$ cat src/rtl/rotsq_pkg.sv
// rotsq_pkg: segment patterns and position-to-pattern map for the rotating square.
//   PAT_UPPER / PAT_LOWER / PAT_BLANK : active-low {dp,g,f,e,d,c,b,a} patterns
//   pos_to_pat(pos, digit, n)         : pattern shown on digit for square position pos
package rotsq_pkg;

    localparam logic [7:0] PAT_UPPER = 8'b1001_1100;
    localparam logic [7:0] PAT_LOWER = 8'b1010_0011;
    localparam logic [7:0] PAT_BLANK = 8'hFF;

    // Upper row walks left to right (digit n-1 first), lower row walks back right to left.
    function automatic logic [7:0] pos_to_pat(input int unsigned pos, input int unsigned digit,
                                              input int unsigned n);
        return (pos < n) ? ((digit == n - 1 - pos) ? PAT_UPPER : PAT_BLANK)
                         : ((digit == pos - n) ? PAT_LOWER : PAT_BLANK);
    endfunction

endpackage

$ cat src/rtl/rotsq_tick.sv
// rotsq_tick: divide-by counter with enable and a run-time limit; registered tick output.
//   clk, reset_n : clock, asynchronous active-low reset
//   i_en         : counter advances while high, holds while low
//   i_limit      : counter clears on reaching (or exceeding) this value
//   o_tick       : one-cycle pulse, the cycle after the counter clears
module rotsq_tick #(
    parameter int W = 8
) (
    input  logic         clk,
    input  logic         reset_n,
    input  logic         i_en,
    input  logic [W-1:0] i_limit,
    output logic         o_tick
);

    logic [W-1:0] r_cnt;
    logic         r_tick;
    logic         w_hit;

    // >= rather than == so a limit lowered below the current count fires at once.
    assign w_hit  = i_en && (r_cnt >= i_limit);
    assign o_tick = r_tick;

    always_ff @(posedge clk or negedge reset_n) begin
        if (!reset_n) begin
            r_cnt  <= '0;
            r_tick <= 1'b0;
        end else begin
            r_tick <= w_hit;
            r_cnt  <= w_hit ? '0 : (i_en ? r_cnt + 1'b1 : r_cnt);
        end
    end

endmodule

$ cat src/rtl/rotating_square_mux_n.sv
// rotating_square_mux_n: walks a square around an N-digit seven-segment display and scans the anodes.
//   clk, reset_n : clock, asynchronous active-low reset
//   en           : 1 = square advances, 0 = position frozen (scan keeps running)
//   cw           : 1 = clockwise, 0 = counter-clockwise
//   speed        : step rate multiplier 2^speed
//   an           : active-low anode enables, bit 0 = rightmost digit
//   sseg         : active-low segments {dp,g,f,e,d,c,b,a}
//   pos          : current square position 0..2N-1
//   step         : one-cycle pulse per position change
// Optional: define ROTSQ_TRAIL_EN to also light the previous position as a trail.
module rotating_square_mux_n
    import rotsq_pkg::*;
#(
    parameter int N_DIGITS = 4,
    parameter int STEP_DIV = 25_000_000,
    parameter int SCAN_DIV = 100_000
) (
    input  logic                          clk,
    input  logic                          reset_n,
    input  logic                          en,
    input  logic                          cw,
    input  logic [1:0]                    speed,
    output logic [N_DIGITS-1:0]           an,
    output logic [7:0]                    sseg,
    output logic [$clog2(2*N_DIGITS)-1:0] pos,
    output logic                          step
);

    localparam int PW  = $clog2(2 * N_DIGITS);
    localparam int SLW = $clog2(N_DIGITS);
    localparam int STW = $clog2(STEP_DIV + 1);
    localparam int SCW = $clog2(SCAN_DIV + 1);
    localparam logic [PW-1:0]  POS_MAX = PW'(2 * N_DIGITS - 1);
    localparam logic [SLW-1:0] SEL_MAX = SLW'(N_DIGITS - 1);

    if (N_DIGITS < 2 || N_DIGITS > 8 || (STEP_DIV >> 3) < 1 || SCAN_DIV < 1) begin : g_bad_param
        $error("rotating_square_mux_n: illegal parameters");
    end

    logic [31:0]         w_step_div;
    logic [STW-1:0]      w_step_lim;
    logic                w_step;
    logic                w_scan;
    logic [7:0]          w_pat;
    logic [PW-1:0]       r_pos;
    logic [SLW-1:0]      r_sel;
    logic [N_DIGITS-1:0] r_an;
    logic [7:0]          r_sseg;

    assign w_step_div = 32'(STEP_DIV) >> speed;
    assign w_step_lim = STW'(w_step_div - 32'd1);

    rotsq_tick #(.W(STW)) u_step (
        .clk     (clk),
        .reset_n (reset_n),
        .i_en    (en),
        .i_limit (w_step_lim),
        .o_tick  (w_step)
    );

    rotsq_tick #(.W(SCW)) u_scan (
        .clk     (clk),
        .reset_n (reset_n),
        .i_en    (1'b1),
        .i_limit (SCW'(SCAN_DIV - 1)),
        .o_tick  (w_scan)
    );

    // cw is sampled while step is high, so a direction change lands on the next step.
    always_ff @(posedge clk or negedge reset_n) begin
        if (!reset_n) begin
            r_pos <= '0;
            r_sel <= '0;
        end else begin
            if (w_step)
                r_pos <= cw ? ((r_pos == POS_MAX) ? '0 : r_pos + 1'b1)
                            : ((r_pos == '0) ? POS_MAX : r_pos - 1'b1);
            if (w_scan)
                r_sel <= (r_sel == SEL_MAX) ? '0 : r_sel + 1'b1;
        end
    end

`ifdef ROTSQ_TRAIL_EN
    logic [PW-1:0] r_trail;

    always_ff @(posedge clk or negedge reset_n) begin
        if (!reset_n)
            r_trail <= '0;
        else if (w_step)
            r_trail <= r_pos;
    end

    // AND of active-low patterns lights the union of head and trail segments.
    assign w_pat = pos_to_pat(32'(r_pos), 32'(r_sel), N_DIGITS)
                 & pos_to_pat(32'(r_trail), 32'(r_sel), N_DIGITS);
`else
    assign w_pat = pos_to_pat(32'(r_pos), 32'(r_sel), N_DIGITS);
`endif

    // Anode and segments register together so they never disagree for a cycle.
    always_ff @(posedge clk or negedge reset_n) begin
        if (!reset_n) begin
            r_an   <= '1;
            r_sseg <= PAT_BLANK;
        end else begin
            r_an   <= ~(N_DIGITS'(1) << r_sel);
            r_sseg <= w_pat;
        end
    end

    assign an   = r_an;
    assign sseg = r_sseg;
    assign pos  = r_pos;
    assign step = w_step;

endmodule
$ cat config.mk
export PLATFORM = sky130hd
export DESIGN_NAME = rotating_square_mux_n
export DESIGN_NICKNAME = d
export VERILOG_FILES = /design/src/rtl/rotsq_pkg.sv /design/src/rtl/rotsq_tick.sv /design/src/rtl/rotating_square_mux_n.sv
export SDC_FILE = /design/constraint.sdc
export NUM_CORES = 1
export LEC_CHECK = 0
export ABC_AREA = 1
export BUFFER_PORTS_ARGS = -buffer_cell sky130_fd_sc_hd__buf_2
export CAP_MARGIN = 20
export CORE_ASPECT_RATIO = 0.7
export CORE_MARGIN = 4
export CORE_UTILIZATION = 27
export DETAILED_ROUTE_END_ITERATION = 8
export HOLD_SLACK_MARGIN = 0.05
export PLACE_DENSITY = 0.49
export SLEW_MARGIN = 25
export SYNTH_ARGS = -nofsm -noshare
export SYNTH_HDL_FRONTEND = slang
export SYNTH_SLANG_ARGS = --single-unit
$ cat constraint.sdc
create_clock -name clk -period 3.5 [get_ports clk]
set_clock_uncertainty 0.1 [all_clocks]
set_input_delay 0.175 -clock clk [delete_from_list [all_inputs] [get_ports clk]]
set_output_delay 0.175 -clock clk [all_outputs]
set_load 0.05 [all_outputs]
==> impl_metrics.json, run 1 <==
{
  "combPwrFrac_pct": 29.8,
  "final_common_cell": "nand2_1",
  "final_cell_mix": "nand2_1, nor2_1, inv_1",
  "io-pin-count": 22,
  "r2r-start": "u_step.r_cnt[20]",
  "path_clk_slew_ns": 0.07,
  "slew-limit-headroom_pct": 55.7,
  "wl_per_cell_um": 12.3,
  "ys_ff_latch": 56,
  "initial_core_util_pct": 27.6,
  "final-hold-violation-count": 0,
  "yosys_warnings": 0,
  "critPathLaunchType": "flip-flop",
  "htree_num_levels": 2,
  "grt_max_degree": 30,
  "placementRows": 37,
  "place.gp.congestion": 0.873,
  "drtIter0Drc": 227,
  "wl_um": 9100,
  "numCtsBuffers": 5,
  "async_flop_share_pct": 100,
  "rsz0062_at_grt": "no",
  "overflow": 0,
  "p_leak_nw": 2.04,
  "sw_frac_of_total_pct": 38.9,
  "finalSetupViolations": 0,
  "setup_slack_ns": 1.34,
  "hold_slack_ns": 0.0726,
  "internal_power_mw": 1.26,
  "nFillCells": 1565,
  "crit_fanout": 20,
  "p_sw_mw": 0.803,
  "ys.flop_type": "dfrtp_1",
  "antenna_cells": 0,
  "holdPathStages": 3,
  "root_buffer": "clkbuf_16",
  "dp_hpwl_um": 7010,
  "cts_tree": "built",
  "drv_slew": 0,
  "reg2reg_to": "u_step.r_cnt[9]",
  "die-width_um": 155,
  "core_sq_um": 14700,
  "post-place-ws_ns": 1.08,
  "drc": 0,
  "synth_area_per_cell_sq_um": 7.72,
  "synth_cell_type_count": 44,
  "max_freq_mhz": 462,
  "crit_arrival_ns": 2.23,
  "die_area_sq_um": 17100,
  "period_share_pct": 61.8,
  "insertion_delay_ns": 0.30,
  "grt.total_usage_pct": 10.8,
  "reg2reg_depth": 6,
  "synth_edf_count": 0,
  "synthesis.area_sq_um": 4060,
  "syn_inst": 526,
  "hold_class": "in2reg",
  "drt-pass1-iter-count": 4,
  "final.setup.tns_ns": 0,
  "cts_resized": 0,
  "end_kind": "flip-flop",
  "worst_pin_slew_ns": 0.665,
  "path_class": "reg2reg",
  "grt_pass1_vias": 3072,
  "worstHoldEndpoint": "pos[2]",
  "min-delay-start": "cw",
  "cp_data_required_time_ns": 3.57,
  "vias": 3314,
  "die_height_um": 111,
  "reg2reg_slack_ns": 1.34,
  "grt_pass1_wl_um": 15300,
  "max-vdd-ir-drop_uv": 145,
  "seqPwrFrac_pct": 41.8,
  "nets": 579,
  "area_growth_syn_to_layout_pct": 10.2,
  "ys_seq_area_share_pct": 34.7,
  "post-route-min-period_ns": 2.16,
  "clock_path_buffers": 2,
  "cap_violations": 0,
  "power_density_nw_per_um2": 462,
  "port_buffers": 20,
  "antenna_found_initial": 0,
  "status": "completed",
  "pwr-share-clk_pct": 28.3,
  "layout-drive-gt1-share_pct": 16.8,
  "clock_sinks": 56,
  "viasPerCell": 4.49,
  "ant_nets": 0
}
## flip-flops by register name (all words and copies together), names as in the netlist
signal,count
an,4
pos,3
r_sel,2
sseg,3
u_scan.o_tick,1
u_scan.r_cnt,17
u_step.o_tick,1
u_step.r_cnt,25
## what timing repair did
| item | 4_1_cts | 5_1_grt |
|---|---|---|
| buffers inserted | 0 | 0 |
| hold endpoints to repair | 20 | 0 |
| hold buffers | 1 | 0 |
## how the worst max path moves through the flow
stage,from,endpoint,slack [ns],depth (start not counted)
after detailed placement,speed[1],u_step.r_cnt[9],1.08,14
after CTS,u_step.r_cnt[20],u_step.r_cnt[9],1.30,6
final,u_step.r_cnt[20],u_step.r_cnt[9],1.34,6
after global placement,speed[1],u_step.r_cnt[8],1.13,14
after global routing,u_step.r_cnt[10],u_step.r_cnt[11],1.16,10
after floorplan,speed[1],u_step.r_cnt[10],1.45,15
## cells by family after synthesis
group           share of synthesized area, %
other cells                            0.185
simple gates                            32.4
buf+inv                                 10.1
compound gates                          9.12
xor+xnor                                3.88
flops                                   34.7
fa+ha+maj                               9.56
## through the flow
| step | cell area [sq um] | util (%) | total power [mW] | instances |
|---|---|---|---|---|
| after floorplan | 4070 | - | 1.36 | 528 |
| after global placement | 4290 | 29.2 | 1.49 | 729 |
| after detailed placement | 4290 | 29.2 | 1.49 | 729 |
| final | 4470 | 30.4 | 2.07 | 738 |
| after global routing | 4470 | 30.4 | 2.21 | 738 |
| after CTS | 4470 | 30.4 | 2.10 | 738 |
## cell type report
type,count,area (sq um),area share [%]
tap,195,244,5.45
clock inverter,3,46.3,1.03
multi-input combinational,383,2250,50.2
clock buffer,5,125,2.80
sequential,56,1410,31.5
timing repair buffer,23,125,2.80
inverter,73,277,6.18
## Yosys cell counts (5+ instances only)
cell type / n / area (sq um)
nand3_1: 29 / 145
inv_2: 9 / 33.8
nand2_1: 123 / 462
nor2_2: 5 / 31.3
a21oi_2: 18 / 158
ha_1: 31 / 388
nor2_1: 65 / 244
xor2_1: 12 / 105
dfrtp_1: 49 / 1230
nor3_1: 5 / 25.0
xnor2_1: 6 / 52.6
o21ai_0: 13 / 65.1
dfstp_2: 7 / 184
a21oi_1: 9 / 45.0
nand4_1: 28 / 175
buf_4: 7 / 52.6
inv_1: 62 / 233
## power groups by stage
| stage | clock network [mW] | logic, mW | registers, mW |
|---|---|---|---|
| floorplan | 0 | 0.418 | 0.939 |
| global placement | 0 | 0.613 | 0.875 |
| detailed placement | 0 | 0.617 | 0.877 |
| CTS | 0.610 | 0.622 | 0.864 |
| global route | 0.635 | 0.690 | 0.881 |
| finish | 0.586 | 0.617 | 0.865 |
## worst max-delay path: stages, from the launching register on
cell and delay (ns):
dfrtp_1 0.46, ha_1 0.35, nand4_1 0.17, nor4_2 0.40, nand2_4 0.13, nand2_4 0.32, a21oi_2 0.10
## per-layer routing
layer / track usage, % / routed length, um / vias up
met5: 0 / 0 / -
met4: 3.41 / 130 / 0
met3: 2.31 / 535 / 10
met2: 14.6 / 3580 / 70
met1: 16.9 / 4850 / 1511
li1: - / - / 1723
(Power assumes the default switching activity.)
==> run 2: changes to the inputs <==
==> constraint.sdc (replaced) <==
create_clock -name clk -period 2.3 [get_ports clk]
set_clock_uncertainty 0.1 [all_clocks]
set_input_delay 0.115 -clock clk [delete_from_list [all_inputs] [get_ports clk]]
set_output_delay 0.115 -clock clk [all_outputs]
set_load 0.05 [all_outputs]
==> run 2 against run 1 <==
Net effect:
- routed wire length up 3.5%
- critical path depth rose by 1
- setup slack worse by 1.1 ns
- final area rose by 2.0%
- largest power group unchanged
- highest routed layer unchanged
==> impl_metrics.json, run 2 (synthesized netlist as in run 1, its figures left out) <==
{
  "finalSetupViolations": 0,
  "numCtsBuffers": 5,
  "max_freq_mhz": 483,
  "root_buffer": "clkbuf_16",
  "clock_sinks": 56,
  "largest_reg_flops": 25,
  "rsz0062_at_grt": "no",
  "ant_nets": 0,
  "initial_core_util_pct": 27.6,
  "area_growth_syn_to_layout_pct": 12.5,
  "critical_path_buf_inv_count": 1,
  "critPathLaunchType": "flip-flop",
  "grt_pass1_vias": 3091,
  "critPathMaxStageDelay_ns": 0.47,
  "io-pin-count": 22,
  "status": "completed",
  "pwr-share-clk_pct": 25.4,
  "drv_slew": 0,
  "die_height_um": 111,
  "final_common_cell": "nand2_1",
  "drtIter0Drc": 239,
  "die_area_sq_um": 17100,
  "cpLargestDelayFamily": "simple AND/OR/NAND/NOR gates",
  "cts_tree": "built",
  "combPwrFrac_pct": 32.5,
  "worstPathCellList": "ha_1 -> nand4_1 -> nor4_2 -> buf_4 -> nand2_4 -> nand2_8 -> a21oi_2",
  "dpl-instance-area_sq_um": 4390,
  "power_density_nw_per_um2": 675,
  "grt_use_met1_pct": 18.4,
  "final_cell_mix": "nand2_1, nor2_1, inv_1",
  "slew-limit-headroom_pct": 53.8,
  "top_register": "u_step.r_cnt",
  "placementRows": 37,
  "die-width_um": 155,
  "top_usage_layer": "met1",
  "insertion_delay_ns": 0.30,
  "place.gp.congestion": 0.963,
  "viasPerCell": 4.48,
  "seq_area_sq_um": 1410,
  "port_buffers": 20,
  "wl_per_cell_um": 12.6,
  "hold_class": "in2reg",
  "antenna_found_initial": 0,
  "grt_max_degree": 30,
  "dp_hpwl_um": 7330,
  "max-vdd-ir-drop_uv": 387,
  "drt-pass1-iter-count": 5,
  "nets": 591,
  "post-route-cell-area_sq_um": 4560,
  "multiInputGateArea_sq_um": 2260,
  "final-hold-violation-count": 0,
  "wl_um": 9430,
  "drc": 0,
  "seqPwrFrac_pct": 42.1,
  "crit_arrival_ns": 2.13,
  "period_share_pct": 89.9,
  "antenna_cells": 0,
  "met3_usage_pct": 1.45,
  "p_sw_mw": 1.24,
  "htree_num_levels": 2,
  "met2_usage_pct": 15.3,
  "nFillCells": 1594,
  "sw_frac_of_total_pct": 40.1,
  "internal_power_mw": 1.84,
  "slowest_stage": "dfrtp_1",
  "cap_violations": 0,
  "overflow": 0,
  "vias": 3357,
  "crit_fanout": 20,
  "cp_data_required_time_ns": 2.37,
  "layout-drive-gt1-share_pct": 18.4,
  "p_leak_nw": 2.10,
  "grt.total_usage_pct": 11.3,
  "path_clk_slew_ns": 0.08,
  "worst_pin_slew_ns": 0.693,
  "grt_pass1_wl_um": 15900,
  "path_class": "reg2reg",
  "end_kind": "flip-flop",
  "final.setup.tns_ns": 0,
  "clock_path_buffers": 2,
  "post-route-min-period_ns": 2.07,
  "core_sq_um": 14700
}
## run 2: stage by stage
stage          cells  power (mW)  hold WS (ns)  setup WS, ns  util, %
2_1_floorplan    528        2.06        -0.281         0.306        -
3_3_place_gp     740        2.30        0.0929        0.0968     29.8
3_5_place_dp     740        2.31         0.101        0.0345     29.8
4_1_cts          750        3.12        0.0668        0.0916     30.9
5_1_grt          750        3.31        0.0924        0.0961     31.0
6_report         750        3.08        0.0763         0.231     31.0
## run 2: cell type report
type / instances / area share [%]
well taps: 195 / 5.35
flip-flops and latches: 56 / 30.9
inverters: 73 / 6.06
multi-input cells: 383 / 49.4
clock buffers: 5 / 2.74
repair buffers: 35 / 5.04
clock inverters: 3 / 0.493
## run 2: routing by layer
layer | vias to the layer above | share of wire [%]
met4 | 0 | 0.73
met5 | - | 0
met2 | 74 | 38
met1 | 1527 | 56
met3 | 4 | 5.6
li1 | 1752 | -
## run 2: final timing paths
path | startpoint | end | slack [ns] | cells past startpoint
worst min-delay path | en | u_step.r_cnt[22] | 0.08 | 4
min in group asynchronous | reset_n | u_scan.r_cnt[8] | 0.29 | 2
worst max-delay path | u_step.r_cnt[20] | u_step.r_cnt[10] | 0.23 | 7
worst min register to register | u_scan.o_tick | r_sel[0] | 0.39 | 1
worst max register to register | u_step.r_cnt[20] | u_step.r_cnt[10] | 0.23 | 7
max in group asynchronous | reset_n | sseg[5] | 1.15 | 3
## run 2: power groups by stage
stage          sequential [mW]  combinational [mW]  clock, mW
2_1_floorplan             1.43               0.635          0
5_1_grt                   1.32                1.13      0.863
3_3_place_gp              1.31               0.987          0
3_5_place_dp              1.31               0.997          0
6_report                  1.30                1.00      0.782
4_1_cts                   1.29                1.01      0.819
## run 2: repair_timing
item / in CTS / in global routing
endpoints found under the setup margin: 0 / 17
endpoints found under the hold margin: 28 / 0
setup buffers: 0 / 0
resized for setup: 0 / 1
hold buffers: 2 / 0
## run 2: worst register-to-register path, delay by kind of cell, from the launching register on
| kind | cells | cell delay, ns |
|---|---|---|
| AO/OA/AOI/OAI | 1 | 0.09 |
| adder cells (fa/ha/maj) | 1 | 0.35 |
| buffers and inverters | 1 | 0.17 |
| flip-flops | 1 | 0.47 |
| AND/OR/NAND/NOR | 4 | 0.75 |
==> run 3: changes to the inputs <==
--- a/config.mk
+++ b/config.mk
@@ -8,12 +8,14 @@
 export ABC_AREA = 1
 export BUFFER_PORTS_ARGS = -buffer_cell sky130_fd_sc_hd__buf_2
 export CAP_MARGIN = 20
+export CELL_PAD_IN_SITES_DETAIL_PLACEMENT = 1
+export CELL_PAD_IN_SITES_GLOBAL_PLACEMENT = 2
 export CORE_ASPECT_RATIO = 0.7
 export CORE_MARGIN = 4
 export CORE_UTILIZATION = 27
 export DETAILED_ROUTE_END_ITERATION = 8
 export HOLD_SLACK_MARGIN = 0.05
-export PLACE_DENSITY = 0.49
+export PLACE_DENSITY = 0.69
 export SLEW_MARGIN = 25
 export SYNTH_ARGS = -nofsm -noshare
 export SYNTH_HDL_FRONTEND = slang
==> run 3 against run 2 <==
Net effect:
- register-to-register slack better by 0.05 ns
- final cell count up 0.67%
- combinational power up 4%
- worst hold slack better by 0.22 ns
- via count up 4.2%
- critical path depth up 4
- final area up 1.0%
- largest cell class unchanged
- sequential power about the same
- first-iteration DRC count down 49%
- sequential share of layout area down 0.32 points
- non-clock buffer count up 5
- fmax up 2.6%
==> impl_metrics.json, run 3 (synthesized netlist as in run 1, its figures left out) <==
{
  "insertion_delay_ns": 0.30,
  "drt-pass1-iter-count": 4,
  "drtIter0Drc": 121,
  "numCtsBuffers": 5,
  "crit_arrival_ns": 2.10,
  "cp_data_required_time_ns": 2.38,
  "period_share_pct": 87.6,
  "critPathMaxStageDelay_ns": 0.47,
  "overflow": 0,
  "die_height_um": 111,
  "hold_class": "in2async",
  "largest_reg_flops": 25,
  "reg2reg_to": "u_step.r_cnt[10]",
  "ant_nets": 0,
  "status": "completed",
  "slowest_stage": "dfrtp_1",
  "placementRows": 37,
  "post-route-min-period_ns": 2.02,
  "cpLargestDelayFamily": "simple AND/OR/NAND/NOR gates",
  "path_class": "reg2reg",
  "area_growth_syn_to_layout_pct": 13.6,
  "critPathLaunch": "u_step.r_cnt[16]",
  "die_area_sq_um": 17100,
  "top_register": "u_step.r_cnt",
  "path_common_cell": "nand2_1",
  "post-place-ws_ns": 0.0776,
  "nFillCells": 1806,
  "dp_hpwl_um": 8880,
  "end_kind": "flip-flop",
  "initial_core_util_pct": 27.6,
  "wl_um": 11200,
  "antenna_cells": 0,
  "cap_violations": 0,
  "layout-drive-gt1-share_pct": 18.9,
  "grt.total_usage_pct": 13.6,
  "vias": 3499,
  "root_buffer": "clkbuf_16",
  "port_buffers": 20,
  "die-width_um": 155,
  "grt_max_degree": 31,
  "setup_slack_ns": 0.285,
  "worst_pin_slew_ns": 0.721,
  "slew-limit-headroom_pct": 51.9,
  "final_common_cell": "nand2_1",
  "critPathLaunchType": "flip-flop",
  "clock_sinks": 56,
  "seq_area_sq_um": 1410,
  "grt_pass1_vias": 3570,
  "clock_path_buffers": 2,
  "htree_num_levels": 2,
  "final-hold-violation-count": 0,
  "core_sq_um": 14700,
  "cts_tree": "built",
  "final_cell_mix": "nand2_1, nor2_1, inv_1",
  "max-vdd-ir-drop_uv": 260,
  "final.setup.tns_ns": 0,
  "multiInputGateArea_sq_um": 2250,
  "rsz0062_at_grt": "no",
  "drv_slew": 0,
  "post_cts_buffers": 0,
  "viasPerCell": 4.63,
  "max_freq_mhz": 496,
  "power_density_nw_per_um2": 683,
  "grt_pass1_wl_um": 18900,
  "p_leak_nw": 2.13,
  "cp.depth": 11,
  "reg2reg_slack_ns": 0.28,
  "worstPathCellList": "ha_1 -> nand2_1 -> inv_1 -> nand4_1 -> nor2_1 -> nand2_1 -> nand2_1 -> nand2_4 -> nand2_4 -> buf_12 -> a21oi_2",
  "critical_path_buf_inv_count": 2,
  "io-pin-count": 22,
  "r2r-start": "u_step.r_cnt[16]",
  "wl_per_cell_um": 14.8,
  "place.gp.congestion": 0.848,
  "reg2reg_depth": 11,
  "antenna_found_initial": 0,
  "total_power_mw": 3.15,
  "crit_end": "u_step.r_cnt[10]",
  "path_clk_slew_ns": 0.08,
  "final_util_pct": 31.3,
  "crit_fanout": 12,
  "finalSetupViolations": 0,
  "nets": 596,
  "drc": 0
}
run 3: changes by cell type in the layout (fill, tap and decap cells not counted), sizes merged:
cell | previous run | this run
buf | 33 | 37
dlygate4sd3 | 2 | 3
clkinv | 3 | 2
inv | 73 | 74
run 3: metrics by stage:
step	instances	instance area, sq um	hold slack [ns]
final	755	4610	0.299
after global routing	755	4610	0.361
after detailed placement	744	4430	0.112
after floorplan	528	4070	-0.281
after global placement	744	4430	0.0999
after CTS	755	4610	0.318
run 3: how the worst min path moves through the flow:
stage	start	to	slack, ns	depth (start not counted)
after floorplan	reset_n	pos[0]	-0.28	0
after global placement	reset_n	u_scan.r_cnt[9]	0.1	1
after detailed placement	reset_n	u_scan.r_cnt[10]	0.11	1
after CTS	reset_n	u_step.r_cnt[8]	0.32	2
after global routing	reset_n	u_scan.r_cnt[9]	0.36	2
final	reset_n	u_scan.r_cnt[9]	0.30	2
run 3: layout make-up:
type | count | area share, %
tap | 195 | 5.29
clock inverter | 3 | 0.570
sequential | 56 | 30.6
multi-input combinational | 383 | 48.7
timing repair buffer | 40 | 6.13
inverter | 73 | 6.00
clock buffer | 5 | 2.71
run 3: per-layer routing:
layer  up-vias  wire length [um]  global-route usage, %
met2        42              4520                   19.3
met3         4               457                   2.55
met5         -                 0                      0
li1       1761                 -                      -
met4         0                65                   2.12
met1      1692              6120                   21.5
run 3: power by group:
group | internal, mW | leakage [nW] | switching, mW | total (mW)
sequential | 1.12 | 0.723 | 0.177 | 1.29
clock | 0.416 | 0.0748 | 0.400 | 0.815
combinational | 0.336 | 1.33 | 0.704 | 1.04
run 3: timing repair:
action                                 CTS  global route
hold buffers                             3             0
gates resized for setup                  0             0
endpoints found under the hold margin   31             0
